[src/rtl/multdiv_iter.sv]
// Iterative signed multiply/divide unit: radix-2 Booth multiply and restoring
// magnitude divide, fixed WIDTH+1 cycle latency with a one-cycle ready pulse.
module multdiv_iter #(
    parameter int WIDTH = 32
) (
    input  logic             clock,
    input  logic             reset,
    input  logic [WIDTH-1:0] data_operandA,
    input  logic [WIDTH-1:0] data_operandB,
    input  logic             ctrl_MULT,
    input  logic             ctrl_DIV,
    output logic [WIDTH-1:0] data_result,
    output logic             data_exception,
    output logic             data_resultRDY
);

    localparam int CW = $clog2(WIDTH + 1);
    localparam logic [CW-1:0]    CNT_LAST = CW'(WIDTH - 1);
    localparam logic [CW-1:0]    CNT_ONE  = {{(CW-1){1'b0}}, 1'b1};
    localparam logic [WIDTH-1:0] ONE_W    = {{(WIDTH-1){1'b0}}, 1'b1};
    localparam logic [WIDTH-1:0] MIN_W    = {1'b1, {(WIDTH-1){1'b0}}};
    localparam logic [WIDTH-1:0] ONES_W   = {WIDTH{1'b1}};
    localparam logic [WIDTH-1:0] ZERO_W   = {WIDTH{1'b0}};

    typedef enum logic [1:0] {
        IDLE = 2'd0,
        MUL  = 2'd1,
        DIV  = 2'd2,
        DONE = 2'd3
    } state_t;

    // Unsigned magnitude; the most negative value maps to 2^(WIDTH-1) exactly.
    function automatic logic [WIDTH-1:0] magnitude(input logic [WIDTH-1:0] v);
        magnitude = v[WIDTH-1] ? (~v + ONE_W) : v;
    endfunction

    function automatic logic [WIDTH-1:0] negate(input logic [WIDTH-1:0] v);
        negate = ~v + ONE_W;
    endfunction

    state_t             state_r;
    logic [CW-1:0]      cnt_r;
    logic               is_mul_r;
    logic [2*WIDTH:0]   prod_r;
    logic [WIDTH-1:0]   mcand_r;
    logic [WIDTH-1:0]   rem_r;
    logic [WIDTH-1:0]   quo_r;
    logic [WIDTH-1:0]   dvs_r;
    logic               neg_q_r;
    logic               div_zero_r;
    logic               div_ovf_r;

    logic               start_s;
    logic [WIDTH:0]     up_ext_s;
    logic [WIDTH:0]     m_ext_s;
    logic [WIDTH:0]     booth_sum_s;
    logic [2*WIDTH:0]   prod_next_s;
    logic [WIDTH:0]     rem_shift_s;
    logic               rem_ge_s;
    logic [WIDTH-1:0]   rem_diff_s;
    logic [WIDTH-1:0]   rem_next_s;
    logic [WIDTH-1:0]   quo_next_s;
    logic [WIDTH:0]     prod_hi_s;
    logic [WIDTH-1:0]   fin_result_s;
    logic               fin_exc_s;

    assign start_s = ctrl_MULT | ctrl_DIV;

    // One Booth step; the add is one bit wider so a -2^(WIDTH-1) multiplicand cannot wrap.
    always_comb begin
        up_ext_s    = {prod_r[2*WIDTH], prod_r[2*WIDTH:WIDTH+1]};
        m_ext_s     = {mcand_r[WIDTH-1], mcand_r};
        booth_sum_s = up_ext_s;
        case (prod_r[1:0])
            2'b01:   booth_sum_s = up_ext_s + m_ext_s;
            2'b10:   booth_sum_s = up_ext_s - m_ext_s;
            default: booth_sum_s = up_ext_s;
        endcase
        prod_next_s = {booth_sum_s, prod_r[WIDTH:1]};
    end

    // One restoring-division step on magnitudes.
    always_comb begin
        rem_shift_s = {rem_r, quo_r[WIDTH-1]};
        rem_ge_s    = (rem_shift_s >= {1'b0, dvs_r});
        rem_diff_s  = rem_shift_s[WIDTH-1:0] - dvs_r;
        if (rem_ge_s) begin
            rem_next_s = rem_diff_s;
            quo_next_s = {quo_r[WIDTH-2:0], 1'b1};
        end else begin
            rem_next_s = rem_shift_s[WIDTH-1:0];
            quo_next_s = {quo_r[WIDTH-2:0], 1'b0};
        end
    end

    // Final result and exception selection for the completing operation.
    always_comb begin
        prod_hi_s = prod_r[2*WIDTH:WIDTH];
        if (is_mul_r) begin
            fin_result_s = prod_r[WIDTH:1];
            fin_exc_s    = (prod_hi_s != {(WIDTH+1){1'b0}}) && (prod_hi_s != {(WIDTH+1){1'b1}});
        end else if (div_zero_r) begin
            fin_result_s = ZERO_W;
            fin_exc_s    = 1'b1;
        end else if (div_ovf_r) begin
            fin_result_s = MIN_W;
            fin_exc_s    = 1'b1;
        end else begin
            fin_result_s = neg_q_r ? negate(quo_r) : quo_r;
            fin_exc_s    = 1'b0;
        end
    end

    // Control FSM, iteration datapath registers and registered outputs.
    always_ff @(posedge clock) begin
        if (reset) begin
            state_r        <= IDLE;
            cnt_r          <= {CW{1'b0}};
            is_mul_r       <= 1'b0;
            prod_r         <= {(2*WIDTH+1){1'b0}};
            mcand_r        <= ZERO_W;
            rem_r          <= ZERO_W;
            quo_r          <= ZERO_W;
            dvs_r          <= ZERO_W;
            neg_q_r        <= 1'b0;
            div_zero_r     <= 1'b0;
            div_ovf_r      <= 1'b0;
            data_result    <= ZERO_W;
            data_exception <= 1'b0;
            data_resultRDY <= 1'b0;
        end else if (start_s) begin
            // A start in any state restarts; multiply wins over divide.
            state_r        <= ctrl_MULT ? MUL : DIV;
            cnt_r          <= {CW{1'b0}};
            is_mul_r       <= ctrl_MULT;
            prod_r         <= {ZERO_W, data_operandB, 1'b0};
            mcand_r        <= data_operandA;
            rem_r          <= ZERO_W;
            quo_r          <= magnitude(data_operandA);
            dvs_r          <= magnitude(data_operandB);
            neg_q_r        <= data_operandA[WIDTH-1] ^ data_operandB[WIDTH-1];
            div_zero_r     <= (data_operandB == ZERO_W);
            div_ovf_r      <= (data_operandA == MIN_W) && (data_operandB == ONES_W);
            data_resultRDY <= 1'b0;
        end else begin
            case (state_r)
                IDLE: begin
                    data_resultRDY <= 1'b0;
                end
                MUL: begin
                    prod_r         <= prod_next_s;
                    cnt_r          <= cnt_r + CNT_ONE;
                    state_r        <= (cnt_r == CNT_LAST) ? DONE : MUL;
                    data_resultRDY <= 1'b0;
                end
                DIV: begin
                    rem_r          <= rem_next_s;
                    quo_r          <= quo_next_s;
                    cnt_r          <= cnt_r + CNT_ONE;
                    state_r        <= (cnt_r == CNT_LAST) ? DONE : DIV;
                    data_resultRDY <= 1'b0;
                end
                DONE: begin
                    data_result    <= fin_result_s;
                    data_exception <= fin_exc_s;
                    data_resultRDY <= 1'b1;
                    state_r        <= IDLE;
                end
                default: begin
                    state_r        <= IDLE;
                    data_resultRDY <= 1'b0;
                end
            endcase
        end
    end

endmodule

[config.mk]
export PLATFORM = sky130hd
export DESIGN_NAME = multdiv_iter
export DESIGN_NICKNAME = d
export VERILOG_FILES = /design/src/rtl/multdiv_iter.sv
export SDC_FILE = /design/constraint.sdc
export NUM_CORES = 1
export LEC_CHECK = 0
export BUFFER_PORTS_ARGS = -buffer_cell sky130_fd_sc_hd__buf_4
export CORE_UTILIZATION = 35
export CTS_CLUSTER_DIAMETER = 120
export DETAILED_ROUTE_END_ITERATION = 8
export GPL_ROUTABILITY_DRIVEN = 0
export PLACE_DENSITY = 0.62
export SLEW_MARGIN = 20
export SYNTH_ARGS = -nofsm -noshare
export SYNTH_HDL_FRONTEND = slang
export SYNTH_SLANG_ARGS = --single-unit
[constraint.sdc]
create_clock -name clock -period 4.72 [get_ports clock]
set_input_delay 0.708 -clock clock [delete_from_list [all_inputs] [get_ports clock]]
set_output_delay 0.708 -clock clock [all_outputs]
set_load 0.02 [all_outputs]
# --- After elaboration in Yosys (flattened, before gate mapping) ---
# Index checks and enable logic that the tools add are counted.
word_totals:
  word_cells: 75
  in_bits: 68
  output_inout_bits: 34
  reg_bits: 239
op_classes:
  magnitude_cmp: 1
  addsub: 7
  eq_ne: 9
  n_mux: 22
  reduce_logical: 14
  bitwise_logic: 6
op_table:
  columns: ["op", "count"]
  rows:
  - ["32-bit two-way mux", 9]
  - ["32-bit by 1-bit adder with 32-bit output (second input constant)", 3]
  - ["32-bit NOT", 3]
  - ["33-bit two-way mux", 2]
  - ["33-bit case mux with 2 select lines", 1]
  - ["32-bit equality test (second input constant)", 2]
  - ["32-bit by 32-bit adder with 33-bit output", 1]
  - ["33-bit by 32-bit >= comparator with 1-bit output", 1]
  - ["33-bit inequality test (second input constant)", 1]
  - ["33-bit nonzero test", 1]
  - ["32-bit by 32-bit subtractor with 33-bit output", 1]
  - ["32-bit zero test", 1]
  - ["32-bit subtractor", 1]
  - ["6-bit by 1-bit adder with 6-bit output (second input constant)", 1]
  - ["2-bit equality test (second input constant)", 3]
  - ["6-bit by 5-bit equality test with 1-bit output (second input constant)", 1]
  - ["2-bit two-way mux", 3]
  - ["2-bit case mux with 3 select lines", 1]
  - ["2-bit nonzero test", 3]
  - ["1-bit two-way mux", 5]
  - ["2-bit by 1-bit equality test with 1-bit output (second input constant)", 2]
  - ["2-bit AND reduction", 2]
  - ["4-bit nonzero test", 1]
  - ["2-bit OR reduction", 2]
  - ["7 further kinds", 8]

# --- Depth between registers and ports, before layout ---
logic_depth:
  word_depth: 6
  depth_mapped: 20
  depth_no_buf: 19

# --- Least setup slack after synthesis ---
# OpenSTA, ideal clock, no wires.
synth_timing:
  kind: "register -> register"
  start: "register mcand_r[2]"
  end: "register prod_r[61]"
  n_path_buf: 1
  slack_ns: 0.889
  path_stages_with_launch: 19
  synth_period_minus_slack_ns: 3.831
  t_required_ns: 4.603
  t_arrival_ns: 3.714
  cell_sequence: "dfxtp_1 -> or3_1 -> nor3b_1 -> and2_1 -> nand2_1 -> nor4_1 -> nor2_1 -> xnor2_1 -> ha_1 -> clkbuf_1 -> a21o_1 -> a21o_1 -> a21o_1 -> a21o_1 -> a21oi_1 -> o21ai_0 -> or3_1 -> a31oi_1 -> nor2_1"
synth_via:
  elab_chain_cells: 2
  elab_cells_between_ends: 3
  classes_between: "2 x add/sub; 1 x mux"
synth_lines:
  columns: ["element", "line", "text"]
  rows:
  - ["start, declared", "45", "logic [WIDTH-1:0] mcand_r;"]
  - ["start signal, assigned", "137", "mcand_r <= data_operandA;"]
  - ["32-bit by 32-bit subtractor with 33-bit output / 32-bit by 32-bit adder with 33-bit output (equally long branches)", "76, 75", null]
  - ["33-bit case mux with 2 select lines (*)", "74", "case (prod_r[1:0])"]
  - ["end signal, assigned", "120", "prod_r <= {(2*WIDTH+1){1'b0}};"]
  - ["end signal, assigned", "136", "prod_r <= {ZERO_W, data_operandB, 1'b0};"]
  - ["end signal, assigned", "151", "prod_r <= prod_next_s;"]
  - ["end, declared", "44", "logic [2*WIDTH:0] prod_r;"]
# Every way passes the cells marked *; elsewhere a longest branch is shown, timed or not.
# A chain may end at the register's enable or synchronous reset.

# --- Final worst setup path ---
layout_timing:
  start: "register mcand_r[2]"
  end: "register prod_r[64]"
# The elaborated chain is that of the path after synthesis.

==> results.cfg <==
[route]
routedWlPerCell_um = 17.6
drtPass1Iterations = 5
vias = 15000
drtAntennaViolNets = 0
via_per_inst = 5.56
drtIter0Drc = 992
drc_errors = 0
routed_wl_um = 47600

[floorplan]
die_h_um = 215
floorplan.initialDensity = 0.357
ios = 102
core_um2 = 44400
die-area_um2 = 46100
row_count = 77
die_w_um = 215

[timing]
max_freq_ghz = 0.235
finalClockSkew_ns = 0.0305
post-route-min-period_ns = 4.25
finalHoldViolCount = 0
setup_viol = 0
worst_slack_ns = 0.471
tightest_slew_ns = 1.13
fin_tns_setup_ns = 0
slew_headroom = 0.246
slew_violations = 0
fin_crit_sh = 0.900
rsz0062_at_grt = no

[final_layout]
postLayoutCoreUtil = 0.408
area_growth_pct = 14.3
multi_input_area_um2 = 10300
drive_above_1_share = 0.0945
layout.area.seq_um2 = 4780
fillers = 4502
layout_commonest_cell = nand2_1
layout_common_cells = nand2_1 (244), nor2_1 (241), dfxtp_1 (239)
finish.net_count = 2227

[logic_synthesis]
ys_warn_count = 0
post-synth-top-area-fraction = 0.302
synth-seq-area-share = 0.302
synth_compound_area_frac = 0.233
synthFlopType = dfxtp_1
syn_nets = 2210
yosys.cell_types.count = 66
synth_area_um2 = 15800
syn_inst = 2066
synthArstFlopShare = 0
synthMuxAreaShare = 0.0453
ys_ff_latch = 239
yosys.area_share.simple = 0.213
synth.area.top_cells = dfxtp_1 (30%), xnor2_1 (6.5%), ha_1 (5.8%), nand2_1 (5.8%), nor2_1 (5.7%)
synthXorXnorAreaFrac = 0.0957
synth_area_per_cell_um2 = 7.67
synth_top_family_by_area = compound AO/OA/AOI/OAI gates
synth_fa_ha_area_frac = 0.0610
post-synth-top-area-cell = dfxtp_1
synth-edff-count = 0

[clocking]
cts_inserted_buffers = 29
cts.htree.levels = 1
cts_setup_buffers = 0
ctsHoldBuffers = 0
cts_tree = built
path_clk_slew_ns = 0.06
root_buffer = clkbuf_16
ctsResizeCount = 0
clkLatencyLatePin_ns = 0.59
cts_sinks = 239
clockBufferDepth = 3

[min_path]
hold_path_class = in -> reg

[place]
portBuffers = 101
post-place-ws_ns = 0.539
dp_hpwl_um = 35100

[critical_path]
start_kind = flop
worstPathCellList = or3_1 -> nor3b_1 -> and2_1 -> nand2_1 -> nor3_1 -> nor2_1 -> xnor2_1 -> ha_1 -> a21o_1 -> a21oi_1 -> nand3b_1 -> a211oi_1 -> and3b_1 -> a211oi_1 -> o21ai_0 -> nor3b_1
cp.arrival_ns = 4.68
required_ns = 5.15
crit_type = reg -> reg
slowest_delay_ns = 0.42
crit_slowest_cell = or3_1
path_max_fanout = 7
cp-end-kind = flop

[global_route]
grt_max_degree = 106
antenna_found_initial = 2
track_usage = 0.201
grt_pass1_vias = 13900
overflow = 0
grt_pass1_wl_um = 76500

[pwr]
ir_worst_vdd_uv = 301
power.leakage_nw = 6.91
power_per_cell_area_nw_per_um2 = 329

[run_status]
status = complete, no violations

[run]
maxCapViolations = 0
-- worst paths after layout --
check	start	to	slack [ns]	cells after the start
worst min register to register	dvs_r[0]$_SDFFE_PP0N_	dvs_r[0]$_SDFFE_PP0N_	0.46	2
worst min-delay path	data_operandA[27]	quo_r[27]$_SDFFE_PP0P_	0.38	2
worst max register to register	mcand_r[2]$_SDFFE_PP0N_	prod_r[64]$_SDFFE_PP0P_	0.47	16
worst max-delay path	mcand_r[2]$_SDFFE_PP0N_	prod_r[64]$_SDFFE_PP0P_	0.47	16
-- metrics by stage --
stage                     std cells  power, W  hold slack [ns]  area [µm²]
after floorplan                2066   0.00311            0.436       15800
after CTS                      2698   0.00599            0.365       18100
after detailed placement       2644   0.00345            0.448       17000
final                          2699   0.00596            0.381       18100
after global placement         2644   0.00343            0.447       17000
after global routing           2699   0.00623            0.384       18100
-- Yosys cell counts (all sizes together) (14+ instances only) --
cell type / count
nand3: 23
inv: 79
a31oi: 24
nand2b: 14
a21oi: 136
o211ai: 19
nand4: 27
clkbuf: 126
o21ai: 97
nor4: 25
a21o: 29
xor2: 56
a211oi: 98
or3: 30
nor3: 56
mux2i: 69
ha: 74
nand2: 244
a311oi: 24
a221oi: 29
nor2: 242
xnor2: 117
o31ai: 28
or4: 15
dfxtp: 239
-- power breakdown --
group          internal [W]  switching [W]
clock network       0.00157       0.000969
registers           0.00212       0.000121
logic              0.000485       0.000696
-- cells by family (layout without fill, tap and decap cells) --
| logic type | Yosys count | after routing |
|---|---|---|
| DFF | 239 | 239 |
| AOI/OAI and AO/OA | 558 | 558 |
| xor gates and xnor gates | 173 | 173 |
| muxes | 71 | 71 |
| adders and majority gates | 76 | 76 |
| and+or+nand+nor | 735 | 735 |
| other | 0 | 1 |
| buffers and inverters | 214 | 254 |
-- state kept, by name, summed over array words and instances (netlist names) --
signal,cells
div_zero_r,1
dvs_r,32
neg_q_r,1
data_exception,1
data_result,32
cnt_r,6
is_mul_r,1
quo_r,32
state_r,2
rem_r,32
prod_r,65
mcand_r,32
data_resultRDY,1
div_ovf_r,1
-- worst max-delay path, delay by kind of cell (launching register included) --
family,cells,cell delay [ns]
XOR/XNOR,1,0.15
flip-flops,1,0.35
AND/OR/NAND/NOR,9,2.18
adder cells (fa/ha/maj),1,0.37
AO/OA/AOI/OAI,5,1.03
-- layout make-up --
class | count | area share
Timing Repair Buffer | 120 | 0.0498
Inverter | 80 | 0.0166
Antenna cell | 1 | 0.000138
Multi-Input combinational cell | 1613 | 0.569
Sequential cell | 239 | 0.264
Clock buffer | 34 | 0.0428
Clock inverter | 20 | 0.0169
Tap cell | 592 | 0.0409
-- layer usage --
| layer | wire [µm] | up-vias | track usage |
|---|---|---|---|
| met5 | 13 | - | 0 |
| met3 | 2110 | 76 | 0.0252 |
| met2 | 21700 | 344 | 0.329 |
| li1 | - | 7447 | - |
| met1 | 22500 | 7137 | 0.276 |
| met4 | 1390 | 2 | 0.0581 |
Power figures use the tool's default switching activity.
